<file path="config.mk">
export PLATFORM = sky130hd
export DESIGN_NAME = ps2_scan_receiver
export DESIGN_NICKNAME = d
export VERILOG_FILES = /design/src/rtl/ps2_pkg.sv /design/src/rtl/ps2_pin_filter.sv /design/src/rtl/ps2_scan_receiver.sv
export SDC_FILE = /design/constraint.sdc
export NUM_CORES = 1
export LEC_CHECK = 0
export ABC_AREA = 1
export CAP_MARGIN = 20
export CELL_PAD_IN_SITES_DETAIL_PLACEMENT = 1
export CELL_PAD_IN_SITES_GLOBAL_PLACEMENT = 1
export CORE_UTILIZATION = 35
export CTS_BUF_LIST = sky130_fd_sc_hd__clkbuf_8
export DETAILED_ROUTE_END_ITERATION = 10
export GPL_TIMING_DRIVEN = 0
export MAX_ROUTING_LAYER = met4
export PLACE_DENSITY = 0.75
export SLEW_MARGIN = 30
export SYNTH_ARGS = -nofsm -noshare
export SYNTH_HDL_FRONTEND = slang
export SYNTH_HIERARCHICAL = 1
export SYNTH_SLANG_ARGS = --single-unit
</file>
<file path="constraint.sdc">
create_clock -name clk_100Mhz -period 2.39 [get_ports clk_100Mhz]
set_clock_uncertainty 0.1 [all_clocks]
set_input_delay 0.717 -clock clk_100Mhz [delete_from_list [all_inputs] [get_ports clk_100Mhz]]
set_output_delay 0.717 -clock clk_100Mhz [all_outputs]
set_load 0.005 [all_outputs]
</file>
<file path="src/rtl/ps2_pkg.sv">
// Shared constants and frame-FSM state encoding for the PS/2 scan-code receiver.
package ps2_pkg;

  localparam logic [7:0] PS2_PREFIX_EXT = 8'hE0;
  localparam logic [7:0] PS2_PREFIX_BRK = 8'hF0;

  typedef enum logic [1:0] {
    ST_IDLE   = 2'd0,
    ST_RECV   = 2'd1,
    ST_PARITY = 2'd2,
    ST_STOP   = 2'd3
  } ps2_state_e;

  // PS/2 uses odd parity: data bits plus the parity bit hold an odd number of ones.
  function automatic logic odd_parity_ok(input logic [7:0] data, input logic par);
    return ^{data, par};
  endfunction

endpackage

</file>
<file path="src/rtl/ps2_pin_filter.sv">
// Synchroniser plus run-length glitch filter for one PS/2 pin; emits a one-cycle
// strobe on each accepted falling edge of the filtered level.
module ps2_pin_filter #(
  parameter int SYNC_STAGES = 2,
  parameter int FILTER_LEN  = 8
) (
  input  logic clk_i,
  input  logic rst_ni,
  input  logic pin_i,
  output logic fall_o
);

  localparam int CW = (FILTER_LEN > 1) ? $clog2(FILTER_LEN) : 1;
  localparam logic [CW-1:0] CNT_LAST = CW'(FILTER_LEN - 1);

  logic [SYNC_STAGES-1:0] sync_q;
  logic                   sample;
  logic                   level_q, level_d;
  logic [CW-1:0]          cnt_q, cnt_d;
  logic                   fall_q, fall_d;

  assign sample = sync_q[SYNC_STAGES-1];
  assign fall_o = fall_q;

  // The level only flips once FILTER_LEN consecutive samples disagree with it.
  always_comb begin
    level_d = level_q;
    cnt_d   = '0;
    fall_d  = 1'b0;
    if (sample != level_q) begin
      if (cnt_q == CNT_LAST) begin
        level_d = sample;
        fall_d  = ~sample;
      end else begin
        cnt_d = cnt_q + 1'b1;
      end
    end
  end

  always_ff @(posedge clk_i or negedge rst_ni) begin
    if (!rst_ni) begin
      sync_q  <= '1;
      level_q <= 1'b1;
      cnt_q   <= '0;
      fall_q  <= 1'b0;
    end else begin
      sync_q  <= {sync_q[SYNC_STAGES-2:0], pin_i};
      level_q <= level_d;
      cnt_q   <= cnt_d;
      fall_q  <= fall_d;
    end
  end

endmodule

</file>
<file path="src/rtl/ps2_scan_receiver.sv">
// PS/2 keyboard receiver: deserialises device-to-host frames, checks parity/stop,
// and folds E0/F0 prefixes into a single decoded key event.
module ps2_scan_receiver
  import ps2_pkg::*;
#(
  parameter int FILTER_LEN     = 8,
  parameter int TIMEOUT_CYCLES = 200000,
  parameter int SYNC_STAGES    = 2
) (
  input  logic       clk_100Mhz,
  input  logic       rst_n,
  input  logic       PS2Clk,
  input  logic       PS2Data,
  output logic [7:0] key_code,
  output logic       key_ext,
  output logic       key_break,
  output logic       key_valid,
  output logic       err_parity,
  output logic       err_timeout
);

  localparam int TW = $clog2(TIMEOUT_CYCLES);
  localparam logic [TW-1:0] TMO_LAST = TW'(TIMEOUT_CYCLES - 1);

  logic [SYNC_STAGES-1:0] dsync_q;
  logic                   data_s;
  logic                   clk_fall;

  ps2_state_e    state_q, state_d;
  logic [2:0]    bit_cnt_q, bit_cnt_d;
  logic [7:0]    shift_q, shift_d;
  logic          par_q, par_d;
  logic [TW-1:0] tmo_q, tmo_d;
  logic          ext_q, ext_d, brk_q, brk_d;
  logic [7:0]    key_code_q, key_code_d;
  logic          key_ext_q, key_ext_d, key_break_q, key_break_d;
  logic          key_valid_q, key_valid_d;
  logic          err_par_q, err_par_d, err_tmo_q, err_tmo_d;

  ps2_pin_filter #(
    .SYNC_STAGES (SYNC_STAGES),
    .FILTER_LEN  (FILTER_LEN)
  ) u_clk_filter (
    .clk_i  (clk_100Mhz),
    .rst_ni (rst_n),
    .pin_i  (PS2Clk),
    .fall_o (clk_fall)
  );

  assign data_s = dsync_q[SYNC_STAGES-1];

  // Strobes are single-cycle with no back-pressure: key_valid qualifies key_code/key_ext/
  // key_break in the cycle it is high, and at most one of key_valid/err_* is ever high.
  assign key_code    = key_code_q;
  assign key_ext     = key_ext_q;
  assign key_break   = key_break_q;
  assign key_valid   = key_valid_q;
  assign err_parity  = err_par_q;
  assign err_timeout = err_tmo_q;

  always_comb begin
    state_d     = state_q;
    bit_cnt_d   = bit_cnt_q;
    shift_d     = shift_q;
    par_d       = par_q;
    tmo_d       = tmo_q;
    ext_d       = ext_q;
    brk_d       = brk_q;
    key_code_d  = key_code_q;
    key_ext_d   = key_ext_q;
    key_break_d = key_break_q;
    key_valid_d = 1'b0;
    err_par_d   = 1'b0;
    err_tmo_d   = 1'b0;
    if (clk_fall) begin
      tmo_d = '0;
      case (state_q)
        ST_IDLE: begin
          if (!data_s) begin
            state_d   = ST_RECV;
            bit_cnt_d = 3'd0;
          end
        end
        ST_RECV: begin
          shift_d = {data_s, shift_q[7:1]};
          if (bit_cnt_q == 3'd7) state_d = ST_PARITY;
          else                   bit_cnt_d = bit_cnt_q + 3'd1;
        end
        ST_PARITY: begin
          par_d   = data_s;
          state_d = ST_STOP;
        end
        ST_STOP: begin
          state_d   = ST_IDLE;
          bit_cnt_d = 3'd0;
          if (data_s && odd_parity_ok(shift_q, par_q)) begin
            if (shift_q == PS2_PREFIX_EXT) begin
              ext_d = 1'b1;
            end else if (shift_q == PS2_PREFIX_BRK) begin
              brk_d = 1'b1;
            end else begin
              key_code_d  = shift_q;
              key_ext_d   = ext_q;
              key_break_d = brk_q;
              key_valid_d = 1'b1;
              ext_d       = 1'b0;
              brk_d       = 1'b0;
            end
          end else begin
            err_par_d = 1'b1;
            ext_d     = 1'b0;
            brk_d     = 1'b0;
          end
        end
        default: state_d = ST_IDLE;
      endcase
    end else if (state_q != ST_IDLE) begin
      // A keyboard that stops clocking mid-frame must not wedge the receiver.
      if (tmo_q == TMO_LAST) begin
        err_tmo_d = 1'b1;
        state_d   = ST_IDLE;
        bit_cnt_d = 3'd0;
        ext_d     = 1'b0;
        brk_d     = 1'b0;
        tmo_d     = '0;
      end else begin
        tmo_d = tmo_q + 1'b1;
      end
    end else begin
      tmo_d = '0;
    end
  end

  always_ff @(posedge clk_100Mhz or negedge rst_n) begin
    if (!rst_n) begin
      dsync_q     <= '1;
      state_q     <= ST_IDLE;
      bit_cnt_q   <= 3'd0;
      shift_q     <= 8'h00;
      par_q       <= 1'b0;
      tmo_q       <= '0;
      ext_q       <= 1'b0;
      brk_q       <= 1'b0;
      key_code_q  <= 8'h00;
      key_ext_q   <= 1'b0;
      key_break_q <= 1'b0;
      key_valid_q <= 1'b0;
      err_par_q   <= 1'b0;
      err_tmo_q   <= 1'b0;
    end else begin
      dsync_q     <= {dsync_q[SYNC_STAGES-2:0], PS2Data};
      state_q     <= state_d;
      bit_cnt_q   <= bit_cnt_d;
      shift_q     <= shift_d;
      par_q       <= par_d;
      tmo_q       <= tmo_d;
      ext_q       <= ext_d;
      brk_q       <= brk_d;
      key_code_q  <= key_code_d;
      key_ext_q   <= key_ext_d;
      key_break_q <= key_break_d;
      key_valid_q <= key_valid_d;
      err_par_q   <= err_par_d;
      err_tmo_q   <= err_tmo_d;
    end
  end

endmodule

</file>
Yosys cells after proc, flatten, opt, wreduce, memory -nomap -nowiden
Cells that the tools add are included.
Storage, ports and cells
  ROM bits: 0
  word-level logic and storage cells: 96
  bits in latches: 0
  bits in registers: 56
  input port bits: 4
  output and inout port bits: 13
  bits in writable memories: 0
  memories: 0
Cells by class
  magnitude comparators: 0
  reduce and logical (&&, ||, !) cells: 14
  bitwise gates (word level): 3
  $mul: 0
  divide/modulo/power cells: 0
  shift operators: 0
  mux-type cells: 42
  $add $sub $neg: 3
  equal/unequal tests: 16
Operators with widths (count)
  18-bit two-way mux: 3
  1-bit two-way mux: 25
  3-bit two-way mux: 7
  18-bit by 1-bit adder with 18-bit output, second input constant: 1
  18-bit equality test, second input constant: 1
  8-bit equality test, second input constant: 2
  3-bit inequality test, second input constant: 4
  4-bit AND reduction: 3
  2-bit two-way mux: 5
  5-bit AND reduction: 2
  3-bit case mux with 3 select lines: 1
  9-bit parity: 1
  4-bit inequality test, second input constant: 2
  2-bit case mux with 4 select lines: 1
  3-bit by 1-bit adder with 3-bit output, second input constant: 2
  3-bit equality test, second input constant: 2
  2-bit AND reduction: 3
  2-bit nonzero test: 3
  2-bit equality test, second input constant: 2
  1-bit NOT: 3
  2-bit by 1-bit equality test with 1-bit output, second input constant: 1
  2-bit logical NOT: 1
  2-bit inequality test, second input constant: 1
  1-bit logical AND: 1
  1-bit inequality test: 1

Longest topological paths before layout
Gate-level depths: netlist (run 1).
  word-level depth: 6
  depth in mapped cells: 13
  depth with buffers taken out: 13

By module
The synthesis (run 1) kept the hierarchy.
Modules (own cells, without submodules)
  ps2_scan_receiver: sequential area each 1228.7 um^2, times used 1, cells an instance 281, area an instance 2431.1 um^2
  ps2_pin_filter: sequential area each 178.9 um^2, times used 1, cells an instance 24, area an instance 264.0 um^2

Worst setup path before layout (run 1)
OpenSTA, ideal clock, no wires.
  path kind: reg2reg
  from: register tmo_q[0]
  to: register state_q[0]
  cell stages (with the launch flop): 9
  required time: 2.167 ns
  arrival: 1.453 ns
  library setup time: 0.123 ns
  period minus slack after synthesis: 1.676 ns
  setup slack: 0.714 ns
  path buffers: 0
  cells stage by stage: dfrtp_1 > ha_1 > nand3_1 > nor3b_2 > nand3_1 > o21ai_1 > nand3_1 > nand2_1 > o21ai_1
Between the ends
  word-level cells in the longest chain between the ends: 3
RTL lines
  start, declared: RTL line ps2_scan_receiver.sv:33  | logic [TW-1:0] tmo_q, tmo_d;
  start signal, assigned: RTL line ps2_scan_receiver.sv:156  | tmo_q <= tmo_d;
  18-bit equality test: RTL line ps2_scan_receiver.sv:119  | if (tmo_q == TMO_LAST) begin
  2-bit nonzero test (no line)
  4-bit AND reduction (no line)
  end signal, assigned: RTL line ps2_scan_receiver.sv:152  | state_q <= state_d;
  end, declared: RTL line ps2_scan_receiver.sv:29  | ps2_state_e state_q, state_d;
Every way passes these cells.
A chain may end at the register's enable or synchronous reset.

Final worst setup path (run 1)
  from: register tmo_q[0]
  to: register tmo_q[7]
Between the ends
  word-level cells in the longest chain between the ends: 4
  elaborated cells between the ends (all ways): 5
  classes of those cells: add/sub (1); eq/ne (1); mux (3)
RTL lines
  18-bit by 1-bit adder with 18-bit output or 18-bit equality test (tied branches): RTL line ps2_scan_receiver.sv:127, ps2_scan_receiver.sv:119
  18-bit two-way mux *: RTL line ps2_scan_receiver.sv:119
  18-bit two-way mux *: RTL line ps2_scan_receiver.sv:117  | end else if (state_q != ST_IDLE) begin
  18-bit two-way mux *: RTL line ps2_scan_receiver.sv:75  | if (clk_fall) begin
  net tmo_d[7]: RTL line ps2_scan_receiver.sv:33
Mark *: on every way through the listed nets, which the timed path passes. The rest lies on a longest branch.

==> reports/results.ini, run 1 <==
[status]
status=finished, final reports clean

[logic_synthesis]
synth-seq-cells=56
ys_top_cells_by_area=dfrtp_1 (47%), nand2_1 (11%), inv_1 (5.0%)
muxShareOfSynthArea=0
synth-xor-area-share=0.0162
synthCells=305
netlist_area_um2=2700
synth.distinct_cells=30
synth-seq-area-share=0.522
syn_area_per_cell_um2=8.84
synth_top_family_by_area=simple AND/OR/NAND/NOR gates
synth_adder_area_share=0.0418
yosysTopAreaCellShare=0.474
synth_compound_area_frac=0.0980
synth-simple-area-share=0.256
ys_warn_count=6
synth_top_area_cell=dfrtp_1
synthesis.nets=318

[final_layout]
num-fill-cells=860
final_nets=342
syn_to_final_growth_pct=15.2
fin_util=0.423
drive_gt1_frac=0.136
num_antenna_cells=0
stdcell_count=429

[clock_network]
cts_max_level=2
cts_hold_buf=0
cts_buffers=5
cts_root_buf=clkbuf_8
clkTransAtPathRegs_ns=0.10
cts_buffer_depth=2
cts_resized=0
cts.sinks=56
postCtsSetupBuffers=0
clk_latency_ns=0.31
cts_tree=yes

[critical_path]
crit_chain=ha_1, nand3_1, nor3b_2, nand3_1, nand2_2, inv_1, o21ai_0, a21oi_1
critPathMaxStageDelay_ns=0.42
path_common_cell=nand3_1
crit_required_ns=2.49
criticalPathCategory=register to register
cp.arrival_ns=2.19
crit_slowest_cell=dfrtp_1
rrSetupSlack_ns=0.30
critPathMaxFanout=9
start_kind=register
cp-end-kind=register

[global_route]
grt_pass1_wl_um=10100
grtUsageTotal=0.159
grt_max_degree=35
antenna_found_initial=0
overflow=0
grt_pass1_vias=2160

[power_and_ir_drop]
powerDensity_nw_per_um2=549
vdd_drop_max_mv=0.227
power.leakage_nw=1.41

[timing]
setup_violations=0
maxSlewViolCount=0
rsz0062_at_grt=no
min_period_ns=2.09
hold_viol=0
tightest_slew_ns=0.522
slew_headroom=0.649
clock.fmax_mhz=479
post-route-period-util=0.874

[route]
drc=0
finalWirelength_um=5650
routed.top_layer=met4
vias=2073
wl_met2_um=2740
drtAntennaViolNets=0
post_drt_wl_per_cell_um=13.2
first_iter_violations=44
wl_met1_um=2710
drt_pass1_iterations=4
viasPerCell=4.83
dr_wl_met3_um=118

[floorplan]
die_y_um=89.8
initial_utilization=0.368
die_w_um=89.8
coreArea_um2=7330
std_cell_rows=31
die_area_um2=8060
io_pins=17

[placement]
gp_congestion=0.783
port_buffers=16
dpl.cell_count=421
dp_hpwl_um=4150

[worst_hold_path]
hold_class=input pin to async pin

[flow_run]
drv_cap=0

==> per-layer routing <==
layer	vias up	track usage
li1	1030	-
met1	1017	0.197
met2	20	0.264
met3	6	0.0305
met4	0	0.0505
met5	-	-
==> cells by family (layout without fill, tap and decap cells) <==
group | Yosys count | count (layout)
adders and majority gates | 9 | 9
AOI/OAI and AO/OA | 45 | 45
buffers and inverters | 43 | 68
DFF | 56 | 56
xor gates and xnor gates | 5 | 5
and+or+nand+nor | 147 | 147
==> layout make-up <==
type                            instances  area (um2)  area share
Sequential cell                        56        1410       0.453
Multi-Input combinational cell        206        1110       0.358
Timing Repair Buffer                   17         178      0.0572
Inverter                               40         150      0.0484
Tap cell                               99         124      0.0399
Clock buffer                            5        68.8      0.0222
Clock inverter                          3        38.8      0.0125
Buffer                                  3        27.5     0.00887
==> cell usage in the layout, fill, tap and decap left out, types with 6 or more instances in the layout <==
cell	instances
nand2_2	6
a21oi_1	11
clkdlybuf4s50_1	15
ha_1	9
inv_1	37
nand4_1	7
o21ai_2	9
o21ai_0	19
nor2_1	22
nand3_1	14
dfrtp_1	51
nand2_1	77
==> metrics by stage <==
step	worst slack [ns]	hold slack, ns	total power [mW]	setup TNS [ns]	instance area, um2
2_1_floorplan	0.714	0.245	1.07	0	2700
3_3_place_gp	-1.31	0.247	1.10	-69.80	2980
3_5_place_dp	0.304	0.248	1.12	0	3000
4_1_cts	0.284	0.198	1.73	0	3100
5_1_grt	0.0423	0.198	1.78	0	3100
6_report	0.301	0.196	1.70	0	3100
==> Yosys cell counts <==
master    number
nand3_1       14
nand4_1        7
nor3_1         5
nor2b_1        1
a31o_2         1
a21oi_1       11
nor4_2         1
buf_12         1
o21ai_2        9
dfrtp_1       51
o21ai_0       19
a31oi_1        1
dfstp_2        5
nand2_2        6
nor3b_2        1
nand3_4        1
nor2_1        22
o21ai_1        4
inv_2          4
nor2_4         2
or2_0          1
xor2_1         4
clkbuf_1       2
nor4_1         4
inv_1         36
nor2_2         3
nand3_2        2
ha_1           9
xnor2_1        1
nand2_1       77
==> state kept, by name (all words and copies together) (netlist names) <==
register,cells
dsync_q,2
key_valid,1
key_code,8
brk_q,1
u_clk_filter/fall_o,1
bit_cnt_q,3
shift_q,8
ext_q,1
err_parity,1
u_clk_filter/level_q,1
par_q,1
err_timeout,1
key_ext,1
tmo_q,18
u_clk_filter/sync_q,2
key_break,1
u_clk_filter/cnt_q,3
state_q,2
==> worst max-delay path, delay by kind of cell, from the launching register on <==
| family | cells | cell delay (ns) |
|---|---|---|
| buffers and inverters | 1 | 0.21 |
| AO/OA/AOI/OAI | 2 | 0.20 |
| AND/OR/NAND/NOR | 4 | 0.84 |
| flip-flops | 1 | 0.42 |
| adder cells (fa/ha/maj) | 1 | 0.21 |
==> worst paths after layout <==
kind	startpoint	end	cells past startpoint
worst max-delay path	tmo_q[0]	tmo_q[7]	8
worst min-delay path	rst_n	u_clk_filter/cnt_q[2]	1
worst max register to register	tmo_q[0]	tmo_q[7]	8
worst min register to register	dsync_q[0]	dsync_q[1]	0
max in group asynchronous	rst_n	u_clk_filter/sync_q[1]	2
min in group clk_100Mhz	dsync_q[0]	dsync_q[1]	0
==> report_power, final <==
group	switching [mW]	internal [mW]	total, mW
Sequential	0.0132	0.986	0.999
Clock	0.306	0.307	0.614
Combinational	0.0591	0.0333	0.0924
(Power assumes the default switching activity.)
==> inputs of run 2 (changes only) <==
- CAP_MARGIN: 20 -> default
==> results of run 2 <==
The final DEF is identical to that of run 1; final timing and power are the same.
